[config.mk]
export PLATFORM = sky130hd
export DESIGN_NAME = turbo_encoder_tx_flat
export DESIGN_NICKNAME = d
export VERILOG_FILES = /design/src/rtl/turbo_encoder_tx_if.sv /design/src/rtl/turbo_encoder_tx.sv /design/src/flat_wrapper.sv
export SDC_FILE = /design/constraint.sdc
export NUM_CORES = 1
export LEC_CHECK = 0
export ABC_AREA = 1
export CAP_MARGIN = 30
export CORE_MARGIN = 2
export CORE_UTILIZATION = 30
export CTS_BUF_LIST = sky130_fd_sc_hd__clkbuf_16
export DETAILED_ROUTE_END_ITERATION = 8
export GPL_TIMING_DRIVEN = 0
export SLEW_MARGIN = 20
export SYNTH_ARGS = -nofsm -noshare
export SYNTH_HDL_FRONTEND = slang
export SYNTH_SLANG_ARGS = --single-unit
[constraint.sdc]
create_clock -name clk -period 1.6 [get_ports clk]
set_clock_uncertainty 0.15 [all_clocks]
set_input_delay 0.16 -clock clk [delete_from_list [all_inputs] [get_ports clk]]
set_output_delay 0.16 -clock clk [all_outputs]
set_load 0.005 [all_outputs]
[src/rtl/turbo_encoder_tx_if.sv]
// Block input handshake and serial encoded output of the turbo encoder.
// The master side feeds info bits and observes the stream; the slave side is the encoder.
interface turbo_encoder_tx_if;
  logic in_bit;
  logic in_valid;
  logic in_ready;
  logic out_bit;
  logic out_valid;
  logic block_start;
  logic block_end;

  modport master (
    output in_bit, in_valid,
    input  in_ready, out_bit, out_valid, block_start, block_end
  );

  modport slave (
    input  in_bit, in_valid,
    output in_ready, out_bit, out_valid, block_start, block_end
  );
endinterface

[src/rtl/turbo_encoder_tx.sv]
// Rate-1/3 turbo encoder: buffers K info bits, then streams sys/p1/p2 triplets
// from two RSC(7,5) encoders (RSC2 fed through a step interleaver), one bit per clock.
module turbo_encoder_tx #(
  parameter int unsigned K        = 8,
  parameter int unsigned ILV_STEP = 3
) (
  input logic             clk,
  input logic             rst,
  turbo_encoder_tx_if.slave bus
);
  localparam int unsigned  IW     = (K > 1) ? $clog2(K) : 1;
  localparam int unsigned  JW     = IW + 1;
  localparam logic [IW-1:0] LAST_I = IW'(K - 1);
  localparam logic [JW-1:0] K_J    = JW'(K);
  localparam logic [JW-1:0] STEP_J = JW'(ILV_STEP);

  typedef enum logic [1:0] {FILL, ENC, FLUSH} state_t;

  state_t          state_q, state_d;
  logic [K-1:0]    info_buf_q, info_buf_d;
  logic [IW-1:0]   wr_cnt_q, wr_cnt_d;
  logic [IW-1:0]   i_q, i_d;
  logic [IW-1:0]   j_q, j_d;
  logic [1:0]      ph_q, ph_d;
  logic [1:0]      s1_q, s1_d, s2_q, s2_d;
  logic            p1_q, p1_d, p2_q, p2_d;
  logic            in_ready_q, in_ready_d;
  logic            out_bit_q, out_bit_d;
  logic            out_valid_q, out_valid_d;
  logic            block_start_q, block_start_d;
  logic            block_end_q, block_end_d;
  logic [2:0]      r1, r2;
  logic [JW-1:0]   j_sum;

  // One RSC(7,5) step: returns {parity, next s1, next s0}.
  function automatic logic [2:0] rsc_step(input logic [1:0] s, input logic u);
    logic a;
    a = u ^ s[1] ^ s[0];
    return {a ^ s[0], a, s[1]};
  endfunction

  always_ff @(posedge clk or posedge rst) begin
    if (rst) begin
      state_q       <= FILL;
      info_buf_q    <= '0;
      wr_cnt_q      <= '0;
      i_q           <= '0;
      j_q           <= '0;
      ph_q          <= '0;
      s1_q          <= '0;
      s2_q          <= '0;
      p1_q          <= 1'b0;
      p2_q          <= 1'b0;
      in_ready_q    <= 1'b1;
      out_bit_q     <= 1'b0;
      out_valid_q   <= 1'b0;
      block_start_q <= 1'b0;
      block_end_q   <= 1'b0;
    end else begin
      state_q       <= state_d;
      info_buf_q    <= info_buf_d;
      wr_cnt_q      <= wr_cnt_d;
      i_q           <= i_d;
      j_q           <= j_d;
      ph_q          <= ph_d;
      s1_q          <= s1_d;
      s2_q          <= s2_d;
      p1_q          <= p1_d;
      p2_q          <= p2_d;
      in_ready_q    <= in_ready_d;
      out_bit_q     <= out_bit_d;
      out_valid_q   <= out_valid_d;
      block_start_q <= block_start_d;
      block_end_q   <= block_end_d;
    end
  end

  always_comb begin
    state_d       = state_q;
    info_buf_d    = info_buf_q;
    wr_cnt_d      = wr_cnt_q;
    i_d           = i_q;
    j_d           = j_q;
    ph_d          = ph_q;
    s1_d          = s1_q;
    s2_d          = s2_q;
    p1_d          = p1_q;
    p2_d          = p2_q;
    in_ready_d    = in_ready_q;
    out_bit_d     = 1'b0;
    out_valid_d   = 1'b0;
    block_start_d = 1'b0;
    block_end_d   = 1'b0;
    r1            = rsc_step(s1_q, info_buf_q[i_q]);
    r2            = rsc_step(s2_q, info_buf_q[j_q]);
    j_sum         = JW'(j_q) + STEP_J;
    if (j_sum >= K_J) j_sum = j_sum - K_J;

    case (state_q)
      FILL: begin
        if (bus.in_valid && in_ready_q) begin
          info_buf_d[wr_cnt_q] = bus.in_bit;
          if (wr_cnt_q == LAST_I) begin
            wr_cnt_d   = '0;
            in_ready_d = 1'b0;
            state_d    = ENC;
          end else begin
            wr_cnt_d = wr_cnt_q + 1'b1;
          end
        end
      end
      ENC: begin
        out_valid_d = 1'b1;
        case (ph_q)
          2'd0: begin
            out_bit_d     = info_buf_q[i_q];
            block_start_d = (i_q == '0);
            p1_d          = r1[2];
            p2_d          = r2[2];
            s1_d          = r1[1:0];
            s2_d          = r2[1:0];
            ph_d          = 2'd1;
          end
          2'd1: begin
            out_bit_d = p1_q;
            ph_d      = 2'd2;
          end
          default: begin
            out_bit_d = p2_q;
            ph_d      = 2'd0;
            // Last triplet: clear the encoders so the next block starts from state 00.
            if (i_q == LAST_I) begin
              block_end_d = 1'b1;
              i_d         = '0;
              j_d         = '0;
              s1_d        = '0;
              s2_d        = '0;
              state_d     = FLUSH;
            end else begin
              i_d = i_q + 1'b1;
              j_d = IW'(j_sum);
            end
          end
        endcase
      end
      FLUSH: begin
        in_ready_d = 1'b1;
        state_d    = FILL;
      end
      default: begin
        in_ready_d = 1'b1;
        state_d    = FILL;
      end
    endcase
  end

  assign bus.in_ready    = in_ready_q;
  assign bus.out_bit     = out_bit_q;
  assign bus.out_valid   = out_valid_q;
  assign bus.block_start = block_start_q;
  assign bus.block_end   = block_end_q;
endmodule

[src/flat_wrapper.sv]
// flat-port wrapper written by rule: the top's interface ports become plain ports
module turbo_encoder_tx_flat 
#(
  parameter int unsigned K        = 8,
  parameter int unsigned ILV_STEP = 3
)
  (clk, rst, bus_in_bit, bus_in_valid, bus_in_ready, bus_out_bit, bus_out_valid, bus_block_start, bus_block_end);
  turbo_encoder_tx_if bus_i ();
  input logic clk;
  input logic rst;
  input wire logic [$bits(bus_i.in_bit)-1:0] bus_in_bit;
  input wire logic [$bits(bus_i.in_valid)-1:0] bus_in_valid;
  output wire logic [$bits(bus_i.in_ready)-1:0] bus_in_ready;
  output wire logic [$bits(bus_i.out_bit)-1:0] bus_out_bit;
  output wire logic [$bits(bus_i.out_valid)-1:0] bus_out_valid;
  output wire logic [$bits(bus_i.block_start)-1:0] bus_block_start;
  output wire logic [$bits(bus_i.block_end)-1:0] bus_block_end;
  assign bus_i.in_bit = bus_in_bit;
  assign bus_i.in_valid = bus_in_valid;
  assign bus_in_ready = bus_i.in_ready;
  assign bus_out_bit = bus_i.out_bit;
  assign bus_out_valid = bus_i.out_valid;
  assign bus_block_start = bus_i.block_start;
  assign bus_block_end = bus_i.block_end;
  turbo_encoder_tx #(.K(K), .ILV_STEP(ILV_STEP)) u_core (.clk(clk), .rst(rst), .bus(bus_i));
endmodule
After elaboration in Yosys (flattened, before gate mapping)
Cells that the tools add are included.
- input bits: 4
- output and inout bits: 5
- bits in registers: 32
- word-level logic and storage cells: 85
- equality and inequality tests: 8
- bitwise logic cells: 9
- reductions and logical operators: 13
- $add $sub $neg: 4
- multiplexer cells: 31
- $lt $le $gt $ge: 5
- operator list (kind ; count):
    2-bit case mux with 2 select lines ; 4
    3-bit by 4-bit less-than comparator with 1-bit output, second input constant ; 3
    1-bit two-way mux ; 12
    3-bit two-way mux ; 4
    2-bit two-way mux ; 5
    8-bit bitwise mux ; 1
    3-bit by 1-bit adder with 3-bit output, second input constant ; 2
    1-bit binary-select mux with 3-bit select ; 2
    3-bit equality test, second input constant ; 2
    2-bit by 1-bit inequality test with 1-bit output, second input constant ; 3
    2-bit AND reduction ; 3
    3-bit AND reduction ; 2
    1-bit XOR ; 6
    3-bit by 2-bit adder with 4-bit output, second input constant ; 1
    2-bit by 1-bit equality test with 1-bit output, second input constant ; 2
    4-bit >= comparator, second input constant ; 1
    2-bit zero test ; 2
    1-bit case mux with 2 select lines ; 2
    4-bit AND reduction ; 1
    1-bit demux with 3-bit select ; 1
    3-bit by 1-bit >= comparator with 1-bit output, second input constant ; 1
    3-bit zero test ; 1
    1-bit inverter ; 3
    3-bit by 1-bit subtractor with 3-bit output, second input constant ; 1
    4 further kinds ; 5

Depth between registers and ports, before layout
Gate-level depths: netlist of the first run.
- depth in word-level cells: 5
- depth in mapped cells: 9
- mapped depth without buffers: 9

Worst setup path after synthesis of the first run
No wires, ideal clock.
- path type: flip-flop to flip-flop
- start point: reg u_core.in_ready_q, in the netlist u_core.bus.in_ready
- end point: reg u_core.info_buf_q[1]
- library setup time: 0.082 ns
- cell stages (with the launch flop): 7
- path slack: 0.105 ns
- arrival time: 1.263 ns
- period minus slack after synthesis: 1.495 ns
- buffers on the path: 0
- data required time: 1.368 ns
- cells stage by stage: dfstp_2 nand2_1 nor3_4 inv_4 nor2_8 a21oi_1 a31oi_1
- word-level cells in the longest chain between the ends: 2
- RTL lines (item ; line ; RTL):
    start: declaration ; turbo_encoder_tx.sv:27 ; logic in_ready_q, in_ready_d;
    start signal: assignment ; turbo_encoder_tx.sv:70 ; in_ready_q <= in_ready_d;
    1-bit logical AND ; turbo_encoder_tx.sv:101 ; if (bus.in_valid && in_ready_q) begin
    2-bit AND reduction (no line) ; -- ;
    end signal: assignment ; turbo_encoder_tx.sv:61 ; info_buf_q <= info_buf_d;
    end: declaration ; turbo_encoder_tx.sv:20 ; logic [K-1:0] info_buf_q, info_buf_d;
No other way between the ends.
A chain may end at the register's enable or synchronous reset.

Worst setup path in the final report of the first run
- start point: reg u_core.i_q[0]
- end point: reg u_core.s1_q[0]
- word-level cells in the longest chain between the ends: 3
- RTL lines (item ; line ; RTL):
    start: declaration ; turbo_encoder_tx.sv:22 ; logic [IW-1:0] i_q, i_d;
    start signal: assignment ; turbo_encoder_tx.sv:63 ; i_q <= i_d;
    3-bit equality test ; turbo_encoder_tx.sv:132 ; if (i_q == LAST_I) begin
    2-bit nonzero test (no line) ; -- ;
    3-bit AND reduction (no line) ; -- ;
    end signal: assignment ; turbo_encoder_tx.sv:50 ; s1_q <= '0;
    end signal: assignment ; turbo_encoder_tx.sv:66 ; s1_q <= s1_d;
    end: declaration ; turbo_encoder_tx.sv:25 ; logic [1:0] s1_q, s1_d, s2_q, s2_d;
No other way between the ends.

==> results of run 1 <==
cell families after synthesis:
kind of cell             count (synthesis)  share of synthesized area
adder cells (fa/ha/maj)                  6                     0.0465
AND/OR/NAND/NOR                         85                      0.258
AO/OA/AOI/OAI                           34                      0.118
flip-flops                              32                      0.497
buffers and inverters                   34                     0.0806
area by class of cell:
| type | count | area [um^2] | area share |
|---|---|---|---|
| clock buffer | 5 | 125 | 0.0635 |
| clock inverter | 3 | 11.3 | 0.00572 |
| inverter | 34 | 133 | 0.0673 |
| multi-input combinational | 125 | 708 | 0.360 |
| sequential | 32 | 803 | 0.408 |
| tap | 70 | 87.6 | 0.0445 |
| timing repair buffer | 11 | 101 | 0.0515 |
synthesized netlist by cell type:
library cell | number | share of area
nand2_1 | 37 | 0.086
dfrtp_1 | 31 | 0.48
inv_1 | 29 | 0.067
nand3_1 | 24 | 0.074
nor2_1 | 15 | 0.035
a21oi_1 | 12 | 0.037
a31oi_1 | 10 | 0.039
o21ai_0 | 8 | 0.025
ha_1 | 6 | 0.047
inv_2 | 4 | 0.0093
o22ai_1 | 3 | 0.012
nor2_8 | 2 | 0.025
nor3_1 | 2 | 0.0062
a22o_1 | 1 | 0.0054
dfstp_2 | 1 | 0.016
inv_4 | 1 | 0.0039
nand2_2 | 1 | 0.0039
nand2_4 | 1 | 0.0070
nor2_2 | 1 | 0.0039
nor2_4 | 1 | 0.0070
nor3_4 | 1 | 0.010
routing by layer:
| layer | wire (um) | vias to the layer above | GRT usage |
|---|---|---|---|
| li1 | - | 662 | - |
| met2 | 1390 | 20 | 0.181 |
| met4 | 59 | 0 | 0.0482 |
| met3 | 83 | 6 | 0.0256 |
| met5 | 0 | - | 0 |
| met1 | 1560 | 598 | 0.150 |
sequential cells by signal (all words and copies together), names as in the netlist:
| register | cells |
|---|---|
| u_core.bus.block_end | 1 |
| u_core.bus.block_start | 1 |
| u_core.bus.in_ready | 1 |
| u_core.bus.out_bit | 1 |
| u_core.bus.out_valid | 1 |
| u_core.i_q | 3 |
| u_core.info_buf_q | 8 |
| u_core.j_q | 3 |
| u_core.p1_q | 1 |
| u_core.p2_q | 1 |
| u_core.ph_q | 2 |
| u_core.s1_q | 2 |
| u_core.s2_q | 2 |
| u_core.state_q | 2 |
| u_core.wr_cnt_q | 3 |
power breakdown:
part / leakage, nW / internal [mW] / switching, mW / total [mW]
combinational: 0.500 / 0.678 / 1.06 / 1.74
sequential: 0.395 / 1.17 / 0.282 / 1.45
clock: 0.0738 / 0.557 / 0.307 / 0.864
total: 0.969 / 2.41 / 1.65 / 4.06
cells in the final DEF (no fill, tap or decap):
cell type	netlist	final
nand2_1	37	35
dfrtp_1	31	30
dfstp_2	1	1
inv_1	29	29
nor2_2	1	2
nand2_4	1	1
buf_4	0	3
a21oi_1	12	12
nor3_1	2	2
nand3_2	0	2
dlygate4sd2_1	0	1
clkbuf_16	0	5
o21ai_0	8	8
nand2_2	1	3
inv_2	4	5
nor2_4	1	1
inv_4	1	2
clkinv_1	0	1
nor2_8	2	2
nand3_1	24	22
ha_1	6	5
o22ai_2	0	1
nor2_1	15	14
a31oi_1	10	10
a22o_1	1	1
nor3_4	1	1
o22ai_1	3	2
dfrtp_2	0	1
ha_2	0	1
clkdlybuf4s50_1	0	7
how the worst min path moves through the flow:
stage / from / end / slack [ns]
finish: rst / u_core.state_q[1] / 0.16
global route: rst / u_core.state_q[1] / 0.23
CTS: rst / u_core.ph_q[0] / 0.18
detailed placement: u_core.bus.in_ready / u_core.bus.in_ready / 0.36
global placement: u_core.bus.in_ready / u_core.bus.in_ready / 0.36
floorplan: rst / u_core.bus.block_end / 0.13
timing repair:
| action | in CTS | in global routing |
|---|---|---|
| resized for setup | 4 | 7 |
| endpoints found under the setup margin | 14 | 12 |
| pin swaps | 2 | 2 |
| buffers inserted | 1 | 2 |
stage by stage:
step	hold slack (ns)	util	instance area, um^2
floorplan	0.125	-	1610
global placement	0.358	0.347	1780
detailed placement	0.362	0.347	1780
CTS	0.185	0.376	1930
global route	0.234	0.383	1970
finish	0.156	0.383	1970
critical path, delay by kind of cell (launching register included):
kind                       cells  cell delay, ns
AOI/OAI and AO/OA              1            0.11
adders and majority gates      2            0.41
buffers and inverters          1            0.06
DFF                            1            0.43
and+or+nand+nor                3            0.32
==> flow_summary.toml, run 1 <==
[outcome]
status = "completed"

[power]
cellPowerDensity_nw_per_um2 = 2060
power_leakage_nw = 0.969
total_power_mw = 4.06
ir_worst_vdd_mv = 0.687

[critical_path]
required_ns = 1.64
crit_chain = "ha_1 > ha_2 > nand2_2 > nor2_2 > nor2_2 > inv_2 > o22ai_1"
rrSetupSlack_ns = 0.04
crit_path_end = "u_core.s1_q[0]"
critPathSlowestCell = "dfrtp_2"
worstSetupPathType = "flip-flop to flip-flop"
crit_path_max_incr_delay_ns = 0.43
timing.rr.start = "u_core.i_q[0]"
crit_start = "u_core.i_q[0]"
cp-end-kind = "flip-flop"
worstSetupStartpointType = "flip-flop"
crit_fanout = 4
critPathArrivalTime_ns = 1.60
r2r-end = "u_core.s1_q[0]"
rr_worst_depth = 7
cp_common_cell = "nor2_2"

[sta]
post-route-period-util = 0.975
rsz0062_at_grt = "yes"
worst_slew_pin_slew_ns = 0.652
fin_setup_tns_ns = 0
period_minus_slack_ns = 1.56
slew_headroom = 0.565
fin_ws_ns = 0.0398
finalSetupViolCount = 0
hold_viol = 0
fmax_mhz = 641
drv_slew = 0

[clocking]
hold_buffers = 0
insertion_delay_ns = 0.27
cts-root-buf = "clkbuf_16"
cts.clk_slew.worst_paths_ns = 0.05
clkSinkCount = 32
numCtsBuffers = 5
cts_buffer_depth = 2
cts_tree = "yes"
htreeDepth = 2

[finish]
final_cells = 280
layout.nets = 219
antenna_cells = 0
fillers = 539
drive_gt1_frac = 0.148
syn2layout_area_growth_pct = 22.0

[synth]
avgSynthCellArea_um2 = 8.45
ys_warn_count = 0
syn-num-nets = 201
syn_inst = 191
yosysSeqAreaShare = 0.497
ys_seq_elements = 32
mappedNetlistArea_um2 = 1610
synth_cell_types = 21

[placement]
io_buffers = 8
place_congestion = 0.785
place_ws_ns = -0.144
dp.final_hpwl_mm = 2.26
placed_cells = 269

[drt]
viasPerCell = 4.59
drtIter0Drc = 47
drt_pre_antenna_iters = 4
drcViolationCount = 0
wl_per_cell_um = 11.0
vias = 1286
ant_nets = 0
drt-total-wl_mm = 3.09

[run]
drv_cap = 0

[grt]
grt_pass1_wl_mm = 5.45
gr-total-overflow = 0
antenna_found_initial = 0
grt_pass1_vias = 1236
grt_max_degree = 33
grt.total_usage = 0.114

[floorplanning]
row_count = 26
die_h_um = 77.4
dieWidth_um = 77.4
fp.dieArea_um2 = 5980
placeableCoreArea_um2 = 5140
start_util = 0.314
ios = 9

[worst_hold_path]
min_path_type = "input pin to asynchronous set/reset pin"
Note: power is estimated with default switching activity, not from simulation.
==> inputs of run 2 (changes only) <==
--- a/config.mk
+++ b/config.mk
@@ -11,6 +11,7 @@
 export CORE_UTILIZATION = 30
 export CTS_BUF_LIST = sky130_fd_sc_hd__clkbuf_16
 export DETAILED_ROUTE_END_ITERATION = 8
+export DONT_BUFFER_PORTS = 1
 export GPL_TIMING_DRIVEN = 0
 export SLEW_MARGIN = 20
 export SYNTH_ARGS = -nofsm -noshare
==> flow_summary.toml, run 2 (synthesized netlist as in run 1, its figures left out) <==
[finish]
fillers = 541
fin_area_um2 = 1940
final_cells = 275
layout.nets = 214
largest_reg_flops = 8
drive_gt1_frac = 0.176
layout_commonest_cell = "nand2_1"
regMostFlops = "u_core.info_buf_q"
syn2layout_area_growth_pct = 20.4
antenna_cells = 0
most-common-layout-cells = "nand2_1 (34), dfrtp_1 (30), inv_1 (29), nand3_1 (20), nor2_1 (14)"

[clocking]
cts-root-buf = "clkbuf_16"
clkSinkCount = 32
cts.clk_slew.worst_paths_ns = 0.05
numCtsBuffers = 5
insertion_delay_ns = 0.27
cts_buffer_depth = 2
cts_tree = "yes"
htreeDepth = 2

[floorplanning]
die_h_um = 77.4
ios = 9
dieWidth_um = 77.4
row_count = 26
placeableCoreArea_um2 = 5140
fp.dieArea_um2 = 5980
start_util = 0.314

[drt]
vias = 1294
wl_per_cell_um = 11.3
viasPerCell = 4.71
drt-total-wl_mm = 3.11
drcViolationCount = 0
drt_pre_antenna_iters = 4
ant_nets = 0
drtIter0Drc = 92

[power]
power.share.clock = 0.215
p_seq_frac = 0.362
cellPowerDensity_nw_per_um2 = 2090
switchingPower_mw = 1.69
combinationalPowerShare = 0.423
power_leakage_nw = 0.954
ir_worst_vdd_mv = 0.619
p_int_mw = 2.36
switching_share = 0.417

[critical_path]
critPathArrivalTime_ns = 1.52
required_ns = 1.59
worstSetupPathType = "flip-flop to flip-flop"
worstSetupStartpointType = "flip-flop"
cp-end-kind = "flip-flop"
timing.rr.start = "u_core.bus.in_ready"
rr_worst_depth = 6
rrSetupSlack_ns = 0.07
r2r-end = "u_core.info_buf_q[4]"
crit_fanout = 8

[sta]
rsz0062_at_grt = "yes"
fin_setup_tns_ns = 0
post-route-period-util = 0.957
period_minus_slack_ns = 1.53
hold_viol = 0
finalSetupViolCount = 0
drv_slew = 0
worst_slew_pin_slew_ns = 0.673
slew_headroom = 0.551
fmax_mhz = 653

[run]
drv_cap = 0

[worst_hold_path]
whs_path_depth = 2
min_path_type = "input pin to flip-flop"
min_to = "u_core.info_buf_q[3]"
min-delay-start = "bus_in_bit"

[placement]
placed_cells = 261
io_buffers = 0
place_area_um2 = 1700
place_congestion = 0.786
dp.final_hpwl_mm = 2.17

[grt]
grt.total_usage = 0.119
gr-total-overflow = 0
grt_max_degree = 33
grt_pass1_wl_mm = 5.57
antenna_found_initial = 0
grt_pass1_vias = 1249

[outcome]
status = "completed"
[run 2: changes by cell type in the layout (fill, tap and decap cells not counted), moves of 2 or more]
cell / previous run / this run
nand3_2: 2 / 4
nand3_1: 22 / 20
a21oi_2: 0 / 2
a21oi_1: 12 / 10
nor2_4: 1 / 4
nor2_2: 2 / 0
clkdlybuf4s50_1: 7 / 0
[run 2: area by class of cell]
type                    count  area [um^2]  share of cell area
inverters                  34          135              0.0695
flip-flops and latches     32          803               0.413
clock buffers               5          125              0.0644
repair buffers              5         40.0              0.0206
well taps                  70         87.6              0.0451
multi-input cells         126          741               0.381
clock inverters             3         11.3             0.00580
[run 2: worst max path at each step]
| stage | start | endpoint | depth (start not counted) |
|---|---|---|---|
| after floorplan | u_core.bus.in_ready | u_core.info_buf_q[1] | 6 |
| after global placement | u_core.i_q[0] | u_core.s2_q[0] | 7 |
| after detailed placement | u_core.i_q[0] | u_core.s2_q[0] | 7 |
| after CTS | u_core.bus.in_ready | u_core.info_buf_q[5] | 6 |
| after global routing | u_core.bus.in_ready | u_core.info_buf_q[5] | 6 |
| final | u_core.bus.in_ready | u_core.info_buf_q[4] | 6 |
[run 2: metrics by stage]
| stage | hold WS [ns] | setup slack [ns] | power (mW) | utilization |
|---|---|---|---|---|
| after floorplan | 0.125 | 0.105 | 2.70 | - |
| after global placement | 0.303 | -0.130 | 3.00 | 0.331 |
| after detailed placement | 0.0373 | -0.139 | 3.03 | 0.331 |
| after CTS | 0.0216 | -0.00769 | 4.00 | 0.367 |
| after global routing | 0.0528 | -0.0301 | 4.45 | 0.378 |
| final | 0.0234 | 0.0685 | 4.05 | 0.378 |
[run 2: metal layers]
metal | global-route usage | routed length [um] | vias up
li1 | - | - | 656
met1 | 0.154 | 1520 | 610
met2 | 0.185 | 1430 | 21
met3 | 0.0279 | 88 | 7
met4 | 0.0643 | 74 | 0
met5 | 0 | 0 | -
[run 2: worst max-delay path, cell delays in order, from the launching register on]
cell,delay (ns)
dfstp_2,0.56
nand2_2,0.07
nor3_4,0.17
inv_4,0.11
nor2_8,0.15
buf_4,0.13
a31oi_1,0.07
[run 2: power groups by stage]
| stage | combinational, mW | clock [mW] | sequential, mW |
|---|---|---|---|
| floorplan | 1.30 | 0 | 1.40 |
| global placement | 1.53 | 0 | 1.47 |
| detailed placement | 1.54 | 0 | 1.48 |
| CTS | 1.64 | 0.898 | 1.46 |
| global route | 2.00 | 0.930 | 1.52 |
| finish | 1.71 | 0.872 | 1.47 |
[run 2: what timing repair did]
item                       in CTS  in global routing
cloned                          1                  0
gates resized for setup         4                 12
setup endpoints to repair      13                 14
pin swaps                       4                  3
setup buffers                   2                  2
hold endpoints to repair       31                  0
hold buffers                    1                  0
